**src/rtl/phoenix_switch_control.sv**
```systemverilog
// Phoenix router switch control: round-robin header arbitration, XY routing,
// and the crossbar connection table, held until the granted buffer stops sending.
`ifndef TAM_FLIT
`define TAM_FLIT 16
`endif

module phoenix_switch_control #(
  parameter logic [7:0] ADDR     = 8'h00,
  parameter int         NPORT    = 5,
  parameter int         TAM_FLIT = `TAM_FLIT
) (
  input  logic                      i_clk,
  input  logic                      i_rst,
  input  logic [NPORT-1:0]          i_h,
  input  logic [NPORT*TAM_FLIT-1:0] i_data,
  input  logic [NPORT-1:0]          i_sender,
  output logic [NPORT-1:0]          o_ack_h,
  output logic [NPORT-1:0]          o_free,
  output logic [NPORT*3-1:0]        o_mux_in,
  output logic [NPORT*3-1:0]        o_mux_out
);

  typedef enum logic [1:0] {S_IDLE, S_ARB, S_ROUTE, S_GRANT} state_t;

  state_t             state, state_n;
  logic [2:0]         last, sel, dest_q, dest, pick, idx, src;
  logic               found;
  logic [7:0]         hdr;
  logic [NPORT-1:0]   sender_q, free_q, rel, ack;
  logic [NPORT*3-1:0] mux_in_q, mux_out_q;
  logic [3:0]         tx, ty;

  // Round-robin search starting just after the last winner, wrapping around.
  always_comb begin
    found = 1'b0;
    pick  = '0;
    idx   = '0;
    for (int unsigned k = 1; k <= int'(NPORT); k++) begin
      idx = 3'((int'(last) + k) % int'(NPORT));
      if (!found && i_h[idx]) begin
        found = 1'b1;
        pick  = idx;
      end
    end
  end

  assign tx = hdr[7:4];
  assign ty = hdr[3:0];

  always_comb begin
    if (tx > ADDR[7:4])      dest = 3'd0;
    else if (tx < ADDR[7:4]) dest = 3'd1;
    else if (ty > ADDR[3:0]) dest = 3'd2;
    else if (ty < ADDR[3:0]) dest = 3'd3;
    else                     dest = 3'd4;
  end

  // Busy output p frees when its connected input's sender just fell.
  always_comb begin
    rel = '0;
    src = '0;
    for (int unsigned p = 0; p < int'(NPORT); p++) begin
      src = mux_in_q[p*3 +: 3];
      if (!free_q[3'(p)] && sender_q[src] && !i_sender[src])
        rel[3'(p)] = 1'b1;
    end
  end

  always_comb begin
    state_n = state;
    ack     = '0;
    case (state)
      S_IDLE:  if (|i_h) state_n = S_ARB;
      S_ARB:   state_n = found ? S_ROUTE : S_IDLE;
      S_ROUTE: state_n = free_q[dest] ? S_GRANT : S_IDLE;
      S_GRANT: begin
        ack[sel] = 1'b1;
        state_n  = S_IDLE;
      end
      default: state_n = S_IDLE;
    endcase
  end

  always_ff @(posedge i_clk) begin
    if (!i_rst) begin
      state     <= S_IDLE;
      last      <= 3'(NPORT - 1);
      sel       <= '0;
      hdr       <= '0;
      dest_q    <= '0;
      sender_q  <= '0;
      free_q    <= '1;
      mux_in_q  <= '0;
      mux_out_q <= '0;
    end else begin
      state    <= state_n;
      sender_q <= i_sender;
      if (state == S_ARB && found) begin
        sel  <= pick;
        last <= pick;
        hdr  <= i_data[int'(pick)*TAM_FLIT +: 8];
      end
      if (state == S_ROUTE) dest_q <= dest;
      // Grant only hits a free port and release only a busy one, so the later write never collides.
      free_q <= free_q | rel;
      if (state == S_GRANT) begin
        free_q[dest_q]                  <= 1'b0;
        mux_in_q[int'(dest_q)*3 +: 3]   <= sel;
        mux_out_q[int'(sel)*3 +: 3]     <= dest_q;
      end
    end
  end

  assign o_ack_h   = ack;
  assign o_free    = free_q;
  assign o_mux_in  = mux_in_q;
  assign o_mux_out = mux_out_q;

endmodule

```
**config.mk**
```make
export PLATFORM = sky130hd
export DESIGN_NAME = phoenix_switch_control
export DESIGN_NICKNAME = d
export VERILOG_FILES = /design/src/rtl/phoenix_switch_control.sv
export SDC_FILE = /design/constraint.sdc
export NUM_CORES = 1
export LEC_CHECK = 0
export CORE_MARGIN = 4
export CORE_UTILIZATION = 25
export CTS_CLUSTER_DIAMETER = 30
export CTS_CLUSTER_SIZE = 10
export DETAILED_ROUTE_END_ITERATION = 7
export PLACE_DENSITY = 0.48
export SLEW_MARGIN = 40
export SYNTH_ARGS = -nofsm -noshare
export SYNTH_HDL_FRONTEND = slang
export SYNTH_SLANG_ARGS = --single-unit
```
**constraint.sdc**
```tcl
create_clock -name i_clk -period 5.3 [get_ports i_clk]
set_input_delay 1.325 -clock i_clk [delete_from_list [all_inputs] [get_ports i_clk]]
set_output_delay 1.325 -clock i_clk [all_outputs]
set_load 0.005 [all_outputs]
```
==> key figures, run 1 <==
Run status
  • Status: finished clean

Synthesis
  • Most common cell in the netlist: sky130_fd_sc_hd__nand2_1
  • Mean post-synth cell area: 7.84 um^2
  • Synth cell count leaders: sky130_fd_sc_hd__nand2_1, sky130_fd_sc_hd__dfxtp_1, sky130_fd_sc_hd__o21ai_0, sky130_fd_sc_hd__nor2_1, sky130_fd_sc_hd__a21oi_1
  • Area contributors post-synth: sky130_fd_sc_hd__dfxtp_1, sky130_fd_sc_hd__ha_1, sky130_fd_sc_hd__o21ai_0
  • Synth warn: 0
  • Synthesized flop and latch total: 45
  • Mapped Cells: 589
  • Cell area after technology mapping: 4620 um^2
  • Top-area cell type share of the netlist area: 19.5%
  • Number of enable flip-flop cells after synthesis: 0
  • Unique cell type count in the Yosys netlist: 84
  • Flip-flop cell with the highest count after synthesis: sky130_fd_sc_hd__dfxtp_1
  • Sequential-to-total area share from yosys stat: 19.5%
  • Ys async rst share: 0%
  • Cell type with the highest aggregate area in the netlist: sky130_fd_sc_hd__dfxtp_1

Detailed routing
  • Ratio of routed vias to standard cells: 5.36
  • Overall routed net length: 14.8 mm
  • Number of DRC markers in iteration 0: 250
  • Number of optimization iterations in the first detailed-route pass: 5
  • Post-DRT Antenna Nets: 0
  • Vias after detailed routing: 4740
  • Remaining design rule violation count: 0
  • Detail-routed net length per standard cell: 16.7 um

Place
  • Instance area at placement: 5610 um^2
  • GP Congestion: 0.821
  • Hpwl dp: 11.5 mm
  • Setup WS pre-CTS: 0.326 ns
  • Buffers added on ports: 80

STA
  • Final worst-path setup slack: 0.358 ns
  • Post-route setup TNS: 0 ns
  • Clk_skew: 0.00667 ns
  • Actual slew at the worst max-slew pin: 0.666 ns
  • Max-slew violation count: 0
  • Minimum clock period after layout: 4.94 ns
  • Final clock period utilization by the worst path: 93.2%
  • Setup violations, final: 0
  • Highest clock frequency the design can meet: 202 MHz
  • Fin. Hold Viols: 0
  • Setup repair after global routing missed its margin: no
  • Worst relative slew slack: 55.2%

Final layout
  • Number of fillers in the final layout: 1903
  • Layout overhead on the synthesized area: 24.8%
  • Post-route standard cell area excluding fillers: 5760 um^2
  • Number of diodes: 0
  • Layout Nets: 778
  • Fraction of layout instances using a drive strength above 1: 9.45%

Clocking
  • H-tree levels: 2
  • Hold-fix buffers at CTS: 0
  • Clock tree sinks: 45
  • Clock buffer depth: 2
  • Worst-Skew Late Latency: 0.28 ns
  • Clock tree root buffer cell: sky130_fd_sc_hd__clkbuf_16
  • Number of buffers created by CTS: 5
  • Clock slew at the register clock pins of the worst setup and hold paths: 0.06 ns
  • Clock tree from TritonCTS: yes
  • Number of buffers added for setup after CTS: 0
  • CTS-repair resized insts: 0

Critical path
  • Req. time, crit path: 5.47 ns
  • Count of cells along the worst register-to-register path: 18
  • Signal arrival time at the worst endpoint: 5.11 ns
  • CP Max Fanout: 9
  • Delay contributed by the slowest stage of the critical path: 0.46 ns
  • Most common cell on crit path: sky130_fd_sc_hd__ha_1
  • WP depth: 18
  • Critical-path top delay cell: sky130_fd_sc_hd__mux4_2
  • Launching element type of the critical path: flip-flop
  • Worst Setup End Kind: flip-flop
  • Worst path buffer plus inverter count: 1
  • Type of the setup path with the least slack: flip-flop to flip-flop
  • Dominant delay contributor by cell family on the critical path: compound AO/OA/AOI/OAI gates
  • CP cell instances: ha_1 > xor2_4 > ha_1 > or3b_1 > a32oi_1 > and2_1 > ha_1 > mux4_2 > nand2_1 > nor2_1 > a31oi_1 > o221ai_1 > a32oi_1 > nor2_2 > buf_4 > o31a_1 > o21ai_0 > a31oi_1

Die
  • Initial Util: 25.5%
  • Full die area: 20700 um^2
  • Number of standard-cell rows in the floorplan: 49
  • Placeable core region: 18100 um^2
  • I/O pin cnt: 132
  • Die outline height: 144 um
  • Die width: 144 um

GRT
  • Gr ovfl total: 0
  • Global router's overall resource usage: 14.0%
  • Number of antenna violations at the first check in global routing: 0
  • Via count of the first global-routing pass: 4776
  • Maximum number of pins on one net before global-route repair: 44
  • Global-route wire length before repair: 24.0 mm

Run
  • Max-Cap Viols: 0

Hold path
  • Number of stages on the worst hold path: 1
  • HP Class: flip-flop to flip-flop
## state kept, by name, summed over array words and instances, names as in the netlist
name       count
dest_q         2
hdr            8
last           3
o_free         5
o_mux_in       9
o_mux_out     10
sel            1
sender_q       5
state          2
## final cells by class
type | instances | area (um^2) | area share, %
multi-input cells | 484 | 3410 | 59.1
well taps | 229 | 287 | 4.97
repair buffers | 99 | 943 | 16.4
clock buffers | 6 | 139 | 2.41
inverters | 21 | 78.8 | 1.37
clock inverters | 1 | 7.51 | 0.130
flip-flops and latches | 45 | 902 | 15.7
## cells by family after synthesis
kind of cell | count (synthesis) | synth area share [%]
buffers and inverters | 70 | 7.67
other | 1 | 0.0812
adder cells (fa/ha/maj) | 30 | 8.13
XOR/XNOR | 10 | 2.87
multiplexers | 21 | 5.80
AND/OR/NAND/NOR | 226 | 27.3
AO/OA/AOI/OAI | 186 | 28.6
flip-flops | 45 | 19.5
## path summary, 6_finish.rpt
check             slack [ns]         to  startpoint
setup / recovery        0.36     hdr[5]     last[0]
hold / removal          0.44  o_free[3]   o_free[3]
setup reg to reg        0.36     hdr[5]     last[0]
hold reg to reg         0.44  o_free[3]   o_free[3]
## per-layer routing
metal | vias up | part of all wire (%) | wire (um) | global-route usage (%)
met5 | - | 0 | 0 | 0
met4 | 0 | 0.44 | 65 | 1.39
met3 | 5 | 5.4 | 801 | 1.83
met2 | 155 | 48 | 7100 | 24.5
met1 | 2246 | 46 | 6840 | 18.9
li1 | 2334 | - | - | -
## metrics by stage
step | hold slack (ns) | instances | util, %
3_5_place_dp | 0.430 | 878 | 31.0
2_1_floorplan | 0.443 | 599 | -
3_3_place_gp | 0.427 | 878 | 31.0
5_1_grt | 0.460 | 885 | 31.9
6_report | 0.443 | 885 | 31.9
4_1_cts | 0.446 | 885 | 31.8
## placed cells by master, fill, tap and decap left out, drive strengths merged, types with 14 or more instances in the layout
| master | synthesis | final |
|---|---|---|
| nand3 | 14 | 14 |
| clkdlybuf4s50 | 0 | 80 |
| buf | 35 | 19 |
| nor2 | 34 | 34 |
| nor2b | 23 | 23 |
| nand2b | 14 | 14 |
| ha | 30 | 30 |
| nand2 | 46 | 46 |
| nand4 | 17 | 17 |
| inv | 21 | 21 |
| a21oi | 36 | 36 |
| mux2i | 14 | 14 |
| o21ai | 37 | 37 |
| dfxtp | 45 | 45 |
Power of run 1 is not shown: default switching activity piles up to over one toggle a cycle in this logic, so the estimate is an artifact.
==> run 2: changes to the inputs <==
==> constraint.sdc (replaced) <==
create_clock -name i_clk -period 5.3 [get_ports i_clk]
set_input_delay 0.795 -clock i_clk [delete_from_list [all_inputs] [get_ports i_clk]]
set_output_delay 0.795 -clock i_clk [all_outputs]
set_load 0.005 [all_outputs]
==> key figures, run 2 (synthesis gave the netlist of run 1 again) <==
Run status
  • Status: finished clean

GRT
  • Met3 demand-to-capacity share in global routing: 2.06%
  • Gr ovfl total: 0
  • Maximum number of pins on one net before global-route repair: 44
  • Number of antenna violations at the first check in global routing: 0
  • Via count of the first global-routing pass: 4627
  • Global router's overall resource usage: 14.0%
  • Met2 global-route usage: 23.4%
  • Global-route wire length before repair: 23.8 mm
  • Busiest layer in global routing: met2
  • Met1 usage: 19.2%

Final layout
  • Number of diodes: 0
  • Leading cell type in the layout, fill and taps excluded: sky130_fd_sc_hd__clkdlybuf4s50_1
  • Leading cell types in the layout, fill and taps excluded: sky130_fd_sc_hd__clkdlybuf4s50_1, sky130_fd_sc_hd__nand2_1, sky130_fd_sc_hd__dfxtp_1
  • Layout Nets: 779
  • Layout overhead on the synthesized area: 25.3%
  • Post-route standard cell area excluding fillers: 5790 um^2
  • Fraction of layout instances using a drive strength above 1: 9.73%
  • Number of flip-flops in the largest register: 10

STA
  • Final clock period utilization by the worst path: 93.5%
  • Minimum clock period after layout: 4.95 ns
  • Worst relative slew slack: 49.6%
  • Final worst-path setup slack: 0.347 ns
  • Max-slew violation count: 0
  • Actual slew at the worst max-slew pin: 0.749 ns
  • Clk_skew: 0.00391 ns
  • Worst Hold Margin: 0.445 ns
  • Highest clock frequency the design can meet: 202 MHz
  • Setup repair after global routing missed its margin: no
  • Post-route setup TNS: 0 ns
  • Setup violations, final: 0
  • Fin. Hold Viols: 0

Place
  • Buffers added on ports: 80
  • GP Congestion: 0.798
  • Instance area at placement: 5620 um^2
  • Hpwl dp: 11.4 mm
  • Setup WS pre-CTS: 0.336 ns

Die
  • Number of standard-cell rows in the floorplan: 49
  • Die width: 144 um
  • I/O pin cnt: 132
  • Placeable core region: 18100 um^2
  • Full die area: 20700 um^2
  • Die outline height: 144 um
  • Initial Util: 25.5%

Clocking
  • Hold-fix buffers at CTS: 0
  • Clock buffer depth: 2
  • Clock tree sinks: 45
  • Worst-Skew Late Latency: 0.29 ns
  • Clock tree from TritonCTS: yes
  • Clock tree root buffer cell: sky130_fd_sc_hd__clkbuf_16
  • Number of buffers created by CTS: 5
  • Clock slew at the register clock pins of the worst setup and hold paths: 0.06 ns
  • H-tree levels: 2

Hold path
  • HP Class: flip-flop to flip-flop
  • Number of stages on the worst hold path: 1
  • Endpoint, Worst Hold: o_free[3]
  • Startpoint of the most critical hold path: o_free[3]

Detailed routing
  • Ratio of routed vias to standard cells: 5.35
  • Number of optimization iterations in the first detailed-route pass: 5
  • Remaining design rule violation count: 0
  • Post-DRT Antenna Nets: 0
  • Overall routed net length: 14.8 mm
  • Number of DRC markers in iteration 0: 277
  • Detail-routed net length per standard cell: 16.7 um
  • Vias after detailed routing: 4748

Run
  • Max-Cap Viols: 0

Critical path
  • Worst setup path startpoint: last[0]
  • Type of the setup path with the least slack: flip-flop to flip-flop
  • Count of cells along the worst register-to-register path: 18
  • Worst Setup End Kind: flip-flop
  • Reg2reg start: last[0]
  • End of the worst register-to-register path: hdr[5]
  • Req. time, crit path: 5.47 ns
  • Minimum setup slack among reg-to-reg paths: 0.35 ns
  • Launching element type of the critical path: flip-flop
  • Signal arrival time at the worst endpoint: 5.13 ns
  • CP Max Fanout: 16
==> run 2: cell types whose count changed in the layout (fill, tap and decap cells not counted) <==
cell                         previous run  this run
sky130_fd_sc_hd__clkinvlp_4             1         0
sky130_fd_sc_hd__buf_4                 19        20
sky130_fd_sc_hd__a211oi_2               1         0
sky130_fd_sc_hd__or3_1                  5         4
sky130_fd_sc_hd__clkinv_2               0         1
sky130_fd_sc_hd__or3_2                  0         1
sky130_fd_sc_hd__o211a_2                1         0
sky130_fd_sc_hd__a211oi_1               5         6
sky130_fd_sc_hd__clkbuf_8               1         2
sky130_fd_sc_hd__o211a_4                0         1
==> run 2: critical path: stages, from the launching register on <==
cell	delay, ns
sky130_fd_sc_hd__dfxtp_1	0.44
sky130_fd_sc_hd__ha_1	0.35
sky130_fd_sc_hd__xor2_4	0.10
sky130_fd_sc_hd__ha_1	0.24
sky130_fd_sc_hd__or3b_1	0.38
sky130_fd_sc_hd__a32oi_1	0.32
sky130_fd_sc_hd__and2_1	0.25
sky130_fd_sc_hd__ha_1	0.29
sky130_fd_sc_hd__mux4_2	0.45
sky130_fd_sc_hd__nand2_1	0.09
sky130_fd_sc_hd__nor2_1	0.04
sky130_fd_sc_hd__a31oi_1	0.20
sky130_fd_sc_hd__o221ai_1	0.20
sky130_fd_sc_hd__a211oi_1	0.52
sky130_fd_sc_hd__o211ai_1	0.20
sky130_fd_sc_hd__buf_4	0.23
sky130_fd_sc_hd__and4_1	0.19
sky130_fd_sc_hd__o21ai_0	0.23
sky130_fd_sc_hd__a31oi_1	0.11
==> run 2: worst max-delay path by stage <==
stage             end  slack, ns
6_report       hdr[5]       0.35
2_1_floorplan  hdr[3]       0.12
3_3_place_gp   hdr[0]       0.36
5_1_grt        hdr[5]       0.03
4_1_cts        hdr[1]       0.32
3_5_place_dp   hdr[1]       0.34
==> run 2: per-layer routing <==
metal	share of wire, %	routed length (um)
met2	47	6930
met4	1.5	221
met1	47	6920
met5	0	0
met3	5.2	769
==> run 2: through the flow <==
step / utilization, % / cells
6_report: 32.0 / 887
5_1_grt: 32.0 / 887
4_1_cts: 31.9 / 887
3_5_place_dp: 31.1 / 879
3_3_place_gp: 31.1 / 879
2_1_floorplan: - / 599
==> run 2: what timing repair did <==
item | in CTS | in global routing
setup endpoints to repair | 0 | 7
setup buffers | 0 | 0
hold endpoints to repair | 0 | 0
resized for setup | 0 | 5
==> run 2: area by class of cell <==
| type | count | area [um^2] |
|---|---|---|
| Fill cell | 1896 | 12300 |
| Clock inverter | 1 | 5.00 |
| Multi-Input combinational cell | 484 | 3410 |
| Inverter | 21 | 78.8 |
| Sequential cell | 45 | 902 |
| Timing Repair Buffer | 100 | 951 |
| Tap cell | 229 | 287 |
| Clock buffer | 7 | 153 |
Power of run 2 is left out for the same reason.
==> run 3: changes to the inputs <==
--- a/config.mk
+++ b/config.mk
@@ -5,6 +5,7 @@
 export SDC_FILE = /design/constraint.sdc
 export NUM_CORES = 1
 export LEC_CHECK = 0
+export CAP_MARGIN = 40
 export CORE_MARGIN = 4
 export CORE_UTILIZATION = 25
 export CTS_CLUSTER_DIAMETER = 30
==> results of run 3 <==
Final layout, timing and power as in run 2 (identical DEF).
Power of run 3 is left out for the same reason.
